### src/rtl/ula_muldiv.sv
// RV32M multiply/divide unit: multiplier with a MUL_STAGES-deep product pipeline
// and a restoring divider (one quotient bit per cycle), behind a four-state FSM.
module ula_muldiv #(
    parameter int XLEN       = 32,
    parameter int MUL_STAGES = 2
) (
    input  logic            clk,
    input  logic            rst,
    input  logic            start,
    input  logic [2:0]      funct3,
    input  logic [XLEN-1:0] op_a,
    input  logic [XLEN-1:0] op_b,
    input  logic            flush,
    output logic            busy,
    output logic            done,
    output logic [XLEN-1:0] result
);

    localparam int CNT_W = $clog2(XLEN + 1);

    typedef enum logic [1:0] {IDLE, MUL_RUN, DIV_RUN, FIN} state_t;

    state_t            state_reg, state_next;
    logic              accept;
    logic [2:0]        f3_reg;
    logic [XLEN-1:0]   a_reg, b_reg;
    logic [2:0]        mul_cnt_reg;
    logic [CNT_W-1:0]  div_cnt_reg;
    logic [XLEN-1:0]   quo_reg, rem_reg, dvsr_reg;
    logic              neg_q_reg, neg_r_reg, div_special_reg;
    logic [XLEN-1:0]   result_reg;

    // Operand conditioning for the divider, evaluated on the raw request.
    logic              signed_div, a_neg, b_neg, div_zero, div_ovf;
    logic [XLEN-1:0]   a_mag, b_mag, special_val;

    assign signed_div  = ~funct3[0];
    assign a_neg       = signed_div & op_a[XLEN-1];
    assign b_neg       = signed_div & op_b[XLEN-1];
    assign a_mag       = a_neg ? -op_a : op_a;
    assign b_mag       = b_neg ? -op_b : op_b;
    assign div_zero    = (op_b == '0);
    assign div_ovf     = signed_div && (op_a == {1'b1, {(XLEN-1){1'b0}}}) && (op_b == '1);
    assign special_val = funct3[1] ? (div_zero ? op_a : '0)
                                   : (div_zero ? '1   : op_a);

    // Multiplier: sign-extend per op so one 2*XLEN product covers all four variants.
    logic              a_signed, b_signed;
    logic [2*XLEN-1:0] a_ext, b_ext, product_comb, mul_final;
    logic [XLEN-1:0]   mul_sel;

    assign a_signed     = (f3_reg[1:0] == 2'b01) || (f3_reg[1:0] == 2'b10);
    assign b_signed     = (f3_reg[1:0] == 2'b01);
    assign a_ext        = {{XLEN{a_signed & a_reg[XLEN-1]}}, a_reg};
    assign b_ext        = {{XLEN{b_signed & b_reg[XLEN-1]}}, b_reg};
    assign product_comb = a_ext * b_ext;
    assign mul_sel      = (f3_reg[1:0] == 2'b00) ? mul_final[XLEN-1:0]
                                                 : mul_final[2*XLEN-1:XLEN];

    generate
        if (MUL_STAGES == 1) begin : g_mul_comb
            assign mul_final = product_comb;
        end else begin : g_mul_pipe
            logic [2*XLEN-1:0] pipe_reg [MUL_STAGES-1];
            for (genvar gi = 0; gi < MUL_STAGES - 1; gi++) begin : g_stage
                if (gi == 0) begin : g_first
                    always_ff @(posedge clk) begin
                        if (rst) pipe_reg[gi] <= '0;
                        else     pipe_reg[gi] <= product_comb;
                    end
                end else begin : g_next
                    always_ff @(posedge clk) begin
                        if (rst) pipe_reg[gi] <= '0;
                        else     pipe_reg[gi] <= pipe_reg[gi-1];
                    end
                end
            end
            assign mul_final = pipe_reg[MUL_STAGES-2];
        end
    endgenerate

    // Restoring divider step: shift the dividend MSB into the partial remainder.
    logic [XLEN:0]   rem_shift;
    logic [XLEN-1:0] rem_diff, div_final;
    logic            rem_ge;

    assign rem_shift = {rem_reg, quo_reg[XLEN-1]};
    assign rem_ge    = rem_shift >= {1'b0, dvsr_reg};
    assign rem_diff  = rem_shift[XLEN-1:0] - dvsr_reg;
    assign div_final = div_special_reg ? quo_reg
                     : f3_reg[1]       ? (neg_r_reg ? -rem_reg : rem_reg)
                                       : (neg_q_reg ? -quo_reg : quo_reg);

    logic mul_last, div_last, load_result;

    assign mul_last    = (state_reg == MUL_RUN) && (mul_cnt_reg == 3'(MUL_STAGES - 1));
    assign div_last    = (state_reg == DIV_RUN) &&
                         (div_special_reg || (div_cnt_reg == CNT_W'(XLEN)));
    assign load_result = !flush && (mul_last || div_last);

    always_comb begin
        state_next = state_reg;
        accept     = 1'b0;
        unique case (state_reg)
            IDLE, FIN: begin
                if (start && !flush) begin
                    accept     = 1'b1;
                    state_next = funct3[2] ? DIV_RUN : MUL_RUN;
                end else begin
                    state_next = IDLE;
                end
            end
            MUL_RUN: begin
                if (flush)         state_next = IDLE;
                else if (mul_last) state_next = FIN;
            end
            DIV_RUN: begin
                if (flush)         state_next = IDLE;
                else if (div_last) state_next = FIN;
            end
            default: state_next = IDLE;
        endcase
    end

    always_ff @(posedge clk) begin
        if (rst) begin
            state_reg       <= IDLE;
            f3_reg          <= '0;
            a_reg           <= '0;
            b_reg           <= '0;
            mul_cnt_reg     <= '0;
            div_cnt_reg     <= '0;
            quo_reg         <= '0;
            rem_reg         <= '0;
            dvsr_reg        <= '0;
            neg_q_reg       <= 1'b0;
            neg_r_reg       <= 1'b0;
            div_special_reg <= 1'b0;
            result_reg      <= '0;
        end else begin
            state_reg <= state_next;
            if (accept) begin
                f3_reg          <= funct3;
                a_reg           <= op_a;
                b_reg           <= op_b;
                mul_cnt_reg     <= '0;
                div_cnt_reg     <= '0;
                quo_reg         <= (div_zero || div_ovf) ? special_val : a_mag;
                rem_reg         <= '0;
                dvsr_reg        <= b_mag;
                neg_q_reg       <= a_neg ^ b_neg;
                neg_r_reg       <= a_neg;
                div_special_reg <= div_zero || div_ovf;
            end else if (state_reg == MUL_RUN) begin
                mul_cnt_reg <= mul_cnt_reg + 3'd1;
            end else if (state_reg == DIV_RUN && !div_last) begin
                div_cnt_reg <= div_cnt_reg + CNT_W'(1);
                quo_reg     <= {quo_reg[XLEN-2:0], rem_ge};
                rem_reg     <= rem_ge ? rem_diff : rem_shift[XLEN-1:0];
            end
            if (load_result)
                result_reg <= f3_reg[2] ? div_final : mul_sel;
        end
    end

    assign busy   = (state_reg == MUL_RUN) || (state_reg == DIV_RUN);
    assign done   = (state_reg == FIN);
    assign result = result_reg;

endmodule

### config.mk
export PLATFORM = sky130hd
export DESIGN_NAME = ula_muldiv
export DESIGN_NICKNAME = d
export VERILOG_FILES = /design/src/rtl/ula_muldiv.sv
export SDC_FILE = /design/constraint.sdc
export NUM_CORES = 2
export LEC_CHECK = 0
export BUFFER_PORTS_ARGS = -buffer_cell sky130_fd_sc_hd__buf_2
export CAP_MARGIN = 15
export CORE_ASPECT_RATIO = 1.25
export CORE_MARGIN = 3
export CORE_UTILIZATION = 38
export CTS_CLUSTER_DIAMETER = 150
export DETAILED_ROUTE_END_ITERATION = 16
export MAX_ROUTING_LAYER = met4
export PLACE_DENSITY = 0.56
export SYNTH_ARGS = -nofsm -noshare
export SYNTH_HDL_FRONTEND = slang
export SYNTH_SLANG_ARGS = --single-unit
### constraint.sdc
create_clock -name clk -period 10.11 [get_ports clk]
set_input_delay 1.011 -clock clk [delete_from_list [all_inputs] [get_ports clk]]
set_output_delay 1.011 -clock clk [all_outputs]
set_load 0.005 [all_outputs]
; ---- After elaboration in Yosys (flattened, before gate mapping)
; Memories as Yosys holds them, arrays and structs flattened.
; Index checks and enable logic that the tools add are counted.
; W data, S select, Z words.
[word_totals]
out_inout_bits = 34
ram_bits = 64
wordCells = 96
register_bits = 209
n_memories = 1
input_bits = 71
[op_classes]
reduce_logical = 24
n_mux = 30
bitwise = 7
n_eq_ne = 12
n_mul = 1
add_sub_neg = 7
order_cmp = 1
[memory_table]
columns = name, words, word_bits, rd, rd_clocked_by_memory_dff, wr, line_no
row1 = g_mul_pipe.pipe_reg, 1, 64, 1, 0, 1, 64  ; logic [2*XLEN-1:0] pipe_reg [MUL_STAGES-1];
[op_table]
columns = cell, count
row1 = $mux W32, 16
row2 = $neg A32 Y32, 4
row3 = $eq A32 B32 Y1 const B, 2
row4 = $mul A33 B33 Y64, 1
row5 = $mux W64, 1
row6 = $reduce_or A64 Y1, 1
row7 = $ge A33 B32 Y1, 1
row8 = $logic_not A32 Y1, 1
row9 = $sub A32 B32 Y32, 1
row10 = $mux W2, 6
row11 = $logic_and A1 B1 Y1, 7
row12 = $add A6 B1 Y6 const B, 1
row13 = $eq A2 B2 Y1 const B, 3
row14 = $eq A6 B6 Y1 const B, 1
row15 = $mux W1, 6
row16 = $ne A3 B3 Y1 const B, 2
row17 = $pmux W2 S3, 1
row18 = $reduce_and A2 Y1, 3
row19 = $logic_or A1 B1 Y1, 5
row20 = $and A1 B1 Y1, 4
row21 = $eq A2 B1 Y1 const B, 2
row22 = $logic_not A2 Y1, 2
row23 = $reduce_or A2 Y1, 2
row24 = $add A3 B1 Y3 const B, 1
row25 = other kinds (6), 8

; ---- Depth between registers and ports, before layout
[depth]
word_depth = 8
mapped_depth = 33
ltp_nobuf = 30

; ---- Worst setup path before layout
; Ideal clock, no wire load.
[synth_path]
path_type = register to register
start = register f3_reg[1]
end = memory g_mul_pipe.pipe_reg[0][51] (netlist name)
path_buffers = 2
slack_ns = 1.699
setup_ns = 0.128
path_stages_with_launch = 31
arrival_ns = 8.283
period_less_slack_ns = 8.411
required_time_ns = 9.982
cell_sequence = dfxtp_1 -> inv_1 -> clkbuf_1 -> ha_1 -> and2_0 -> clkbuf_1 -> nand2_1 -> inv_1 -> fa_1 -> fa_1 -> fa_1 -> inv_1 -> fa_1 -> inv_1 -> fa_1 -> fa_1 -> inv_1 -> fa_1 -> inv_1 -> fa_1 -> ha_1 -> and2_1 -> and3_1 -> a221o_1 -> inv_1 -> o211ai_2 -> a31o_2 -> a221o_1 -> a21oi_1 -> xor2_1 -> nor2_1
[synth_via]
elab_chain_cells = 5
elab_cells_between_ends = 7
classes_between = 1 x mul / 2 x eq/ne / 1 x mux / 2 x bitwise / 1 x reduce/logical
[synth_rtl]
columns = element, line_no
row1 = start: declaration, 25  ; logic [2:0] f3_reg;
row2 = start signal: assignment, 143  ; f3_reg <= funct3;
row3 = $eq A2 B1 Y1 / $eq A2 B2 Y1 (equally long branches), "52, 53"
row4 = $logic_or A1 B1 Y1, 52  ; assign a_signed = (f3_reg[1:0] == 2'b01) || (f3_reg[1:0] == 2'b10);
row5 = $and A1 B1 Y1, 54  ; assign a_ext = {{XLEN{a_signed & a_reg[XLEN-1]}}, a_reg};
row6 = $mul A33 B33 Y64 *, 56  ; assign product_comb = a_ext * b_ext;
row7 = $mux W64 (no source line) *, --
row8 = end: declaration, 64
; Every way passes the cells marked *; elsewhere a longest branch is shown, timed or not.

; ---- Worst setup path after layout
[layout_path]
start = register f3_reg[0]
end = memory g_mul_pipe.pipe_reg[0][63] (netlist name)
; The elaborated chain is that of the path after synthesis.

==> impl_metrics.env <==
export IMPL_status="completed"
export IMPL_post_drt_wl_per_cell_um=21.6
export IMPL_rows=152
export IMPL_firstDrtPassIters=6
export IMPL_cp_end_kind="flop"
export IMPL_cts_resized=0
export IMPL_rsz0062_at_grt="no"
export IMPL_synthArstFlopShare_pct=0
export IMPL_worstPathMaxFanout=19
export IMPL_cts_htree_levels=2
export IMPL_portBuffers=104
export IMPL_grt_total_usage_pct=25.2
export IMPL_fin_nets=7581
export IMPL_synthXorXnorAreaFrac_pct=2.55
export IMPL_maxCapViolCount=0
export IMPL_largest_reg_flops=64
export IMPL_ys_seq_area_share_pct=10.2
export IMPL_cp_slowest_cell="fa_1"
export IMPL_yosysTopAreaCell="fa_1"
export IMPL_yosys_warnings=0
export IMPL_finalCoreUtilization_pct=41.1
export IMPL_hold_viol_final=0
export IMPL_grt_max_degree=167
export IMPL_avgSynthCellArea_sq_um=8.53
export IMPL_cp_top_family="adder cells"
export IMPL_initial_core_util_pct=38.5
export IMPL_setup_viol=0
export IMPL_core_area_sq_um=138000
export IMPL_max_stage_delay_ns=0.63
export IMPL_finalSetupTns_ns=0
export IMPL_netlist_area_sq_um=53200
export IMPL_final_cell_area_sq_um=56800
export IMPL_postCtsSetupBuffers=0
export IMPL_met1_usage_pct=28.5
export IMPL_arrival_ns=9.44
export IMPL_synthTopCellsByArea="fa_1 (42%), dfxtp_1 (10%), inv_1 (8.9%)"
export IMPL_tightest_slew_ns=1.18
export IMPL_slew_violations=0
export IMPL_crit_path_start_kind="flop"
export IMPL_drc_errors=0
export IMPL_top_level_ports=105
export IMPL_synthCells=6238
export IMPL_synth_edf_count=0
export IMPL_dieArea_sq_um=145000
export IMPL_grt_use_met3_pct=2.33
export IMPL_cp_num_buf_inv=7
export IMPL_hp_class="reg2reg"
export IMPL_grt_use_met2_pct=44.4
export IMPL_grt_overflow_total=0
export IMPL_final_layout_size_suffix_gt1_share_pct=5.54
export IMPL_cp_data_required_time_ns=10.56
export IMPL_rrSetupSlack_ns=1.12
export IMPL_drt_total_wl_um=173000
export IMPL_clockBufferDepth=3
export IMPL_synth_compound_area_share_pct=9.90
export IMPL_synthAdderAreaFrac_pct=48.5
export IMPL_path_class="reg2reg"
export IMPL_crit_cells=29
export IMPL_clock_fmax_mhz=111
export IMPL_place_area_sq_um=55500
export IMPL_grt_pass1_wl_um=271000
export IMPL_fin_crit_sh_pct=88.9
export IMPL_synth_cell_types=90
export IMPL_ir_worst_vdd_uv=97.9
export IMPL_hold_buffers=0
export IMPL_first_global_vias=45500
export IMPL_synth_seq_cells=272
export IMPL_synth_nets=7694
export IMPL_worst_skew_pair_late_latency_ns=0.60
export IMPL_cts_sinks=272
export IMPL_antenna_found_initial=13
export IMPL_synthMuxAreaShare_pct=0.496
export IMPL_whs_ns=0.452
export IMPL_worst_slack_ns=1.12
export IMPL_synth_top_area_share_pct=42.4
export IMPL_top_usage_layer="met2"
export IMPL_nFillCells=14000
export IMPL_die_w_um=341
export IMPL_clk_pin_slew_worst_paths_ns=0.07
export IMPL_tritoncts="done"
export IMPL_ys_flop_type="dfxtp_1"
export IMPL_clock_skew_ns=0.0491
export IMPL_routabilityCongestion=0.960
export IMPL_synth_top_family_by_area="adder cells"
export IMPL_fp_dieH_um=424
export IMPL_synthSimpleGateAreaFrac_pct=16.8
export IMPL_cts_buffers=36
export IMPL_antenna_left=0
export IMPL_preCtsSetupSlack_ns=1.16
export IMPL_routed_via_count=42400
export IMPL_area_growth_pct=6.83
export IMPL_cts_root_buf="clkbuf_16"
export IMPL_r2r_cells=29
export IMPL_powerDensity_nw_per_um2=90.9
export IMPL_holdPathStages=2
export IMPL_drt_iter0_drc=2683
export IMPL_leakage_nw=25.0
export IMPL_cp_common_cell="fa_1"
export IMPL_vias_per_cell=5.30
export IMPL_finalCriticalPeriod_ns=8.99
export IMPL_hpwlAfterDp_um=142000
export IMPL_maxSlewHeadroom_pct=21.2
metal layers:
metal	wire, um	share of wire, %
met5	0	0
met3	7870	4.5
met2	89500	52
met1	64700	37
met4	10900	6.3
power breakdown:
part	internal (mW)	switching, mW	total [mW]
Clock	0.850	0.578	1.43
Combinational	0.810	1.54	2.35
Sequential	1.18	0.207	1.39
Total	2.84	2.32	5.17
through the flow:
| step | std cells | total power [mW] |
|---|---|---|
| 2_1_floorplan | 6238 | 2.90 |
| 6_report | 8003 | 5.17 |
| 4_1_cts | 7998 | 5.18 |
| 5_1_grt | 8002 | 5.48 |
| 3_5_place_dp | 7934 | 3.74 |
| 3_3_place_gp | 7933 | 3.72 |
worst min-delay path: cells and delay by family (launching register included):
family,cells,cell delay [ns]
AO/OA/AOI/OAI,1,0.05
flip-flops,1,0.30
AND/OR/NAND/NOR,1,0.05
final timing paths:
kind / startpoint / end
worst max-delay path: f3_reg[0] / g_mul_pipe.pipe_reg[0][63]
worst min-delay path: result[19] / result[19]
worst max register to register: f3_reg[0] / g_mul_pipe.pipe_reg[0][63]
worst min register to register: result[19] / result[19]
area by class of cell:
type	count	area, sq um	share of cell area (%)
multi-input combinational	4339	41600	73.3
inverter	1258	4720	8.31
tap	1848	2310	4.07
clock inverter	16	283	0.498
antenna	4	10.0	0.0176
timing repair buffer	218	1430	2.51
clock buffer	48	986	1.73
sequential	272	5450	9.59
cell families after synthesis:
logic type,Yosys count
buf+inv,1627
xor+xnor,155
fa+ha+maj,1385
simple gates,1946
compound gates,828
mux,25
flops,272
layout by cell type, fill, tap and decap left out, drive strengths merged, types with 85 or more instances in the layout:
| cell | synthesis | layout |
|---|---|---|
| o21ai | 137 | 137 |
| buf | 25 | 217 |
| and2 | 299 | 299 |
| nor2 | 267 | 267 |
| ha | 259 | 259 |
| fa | 1126 | 1126 |
| dfxtp | 272 | 272 |
| inv | 1257 | 1260 |
| xor2 | 85 | 85 |
| nand2 | 1069 | 1069 |
| a21oi | 307 | 307 |
synth_stat cells, types with 77 or more instances:
master    instances
inv_1          1257
fa_1           1126
nand2_1        1069
clkbuf_1        344
a21oi_1         305
and2_1          298
dfxtp_1         272
nor2_1          265
ha_1            259
o21ai_0         101
xor2_1           85
a211oi_1         77
Note: power is estimated with default switching activity, not from simulation.
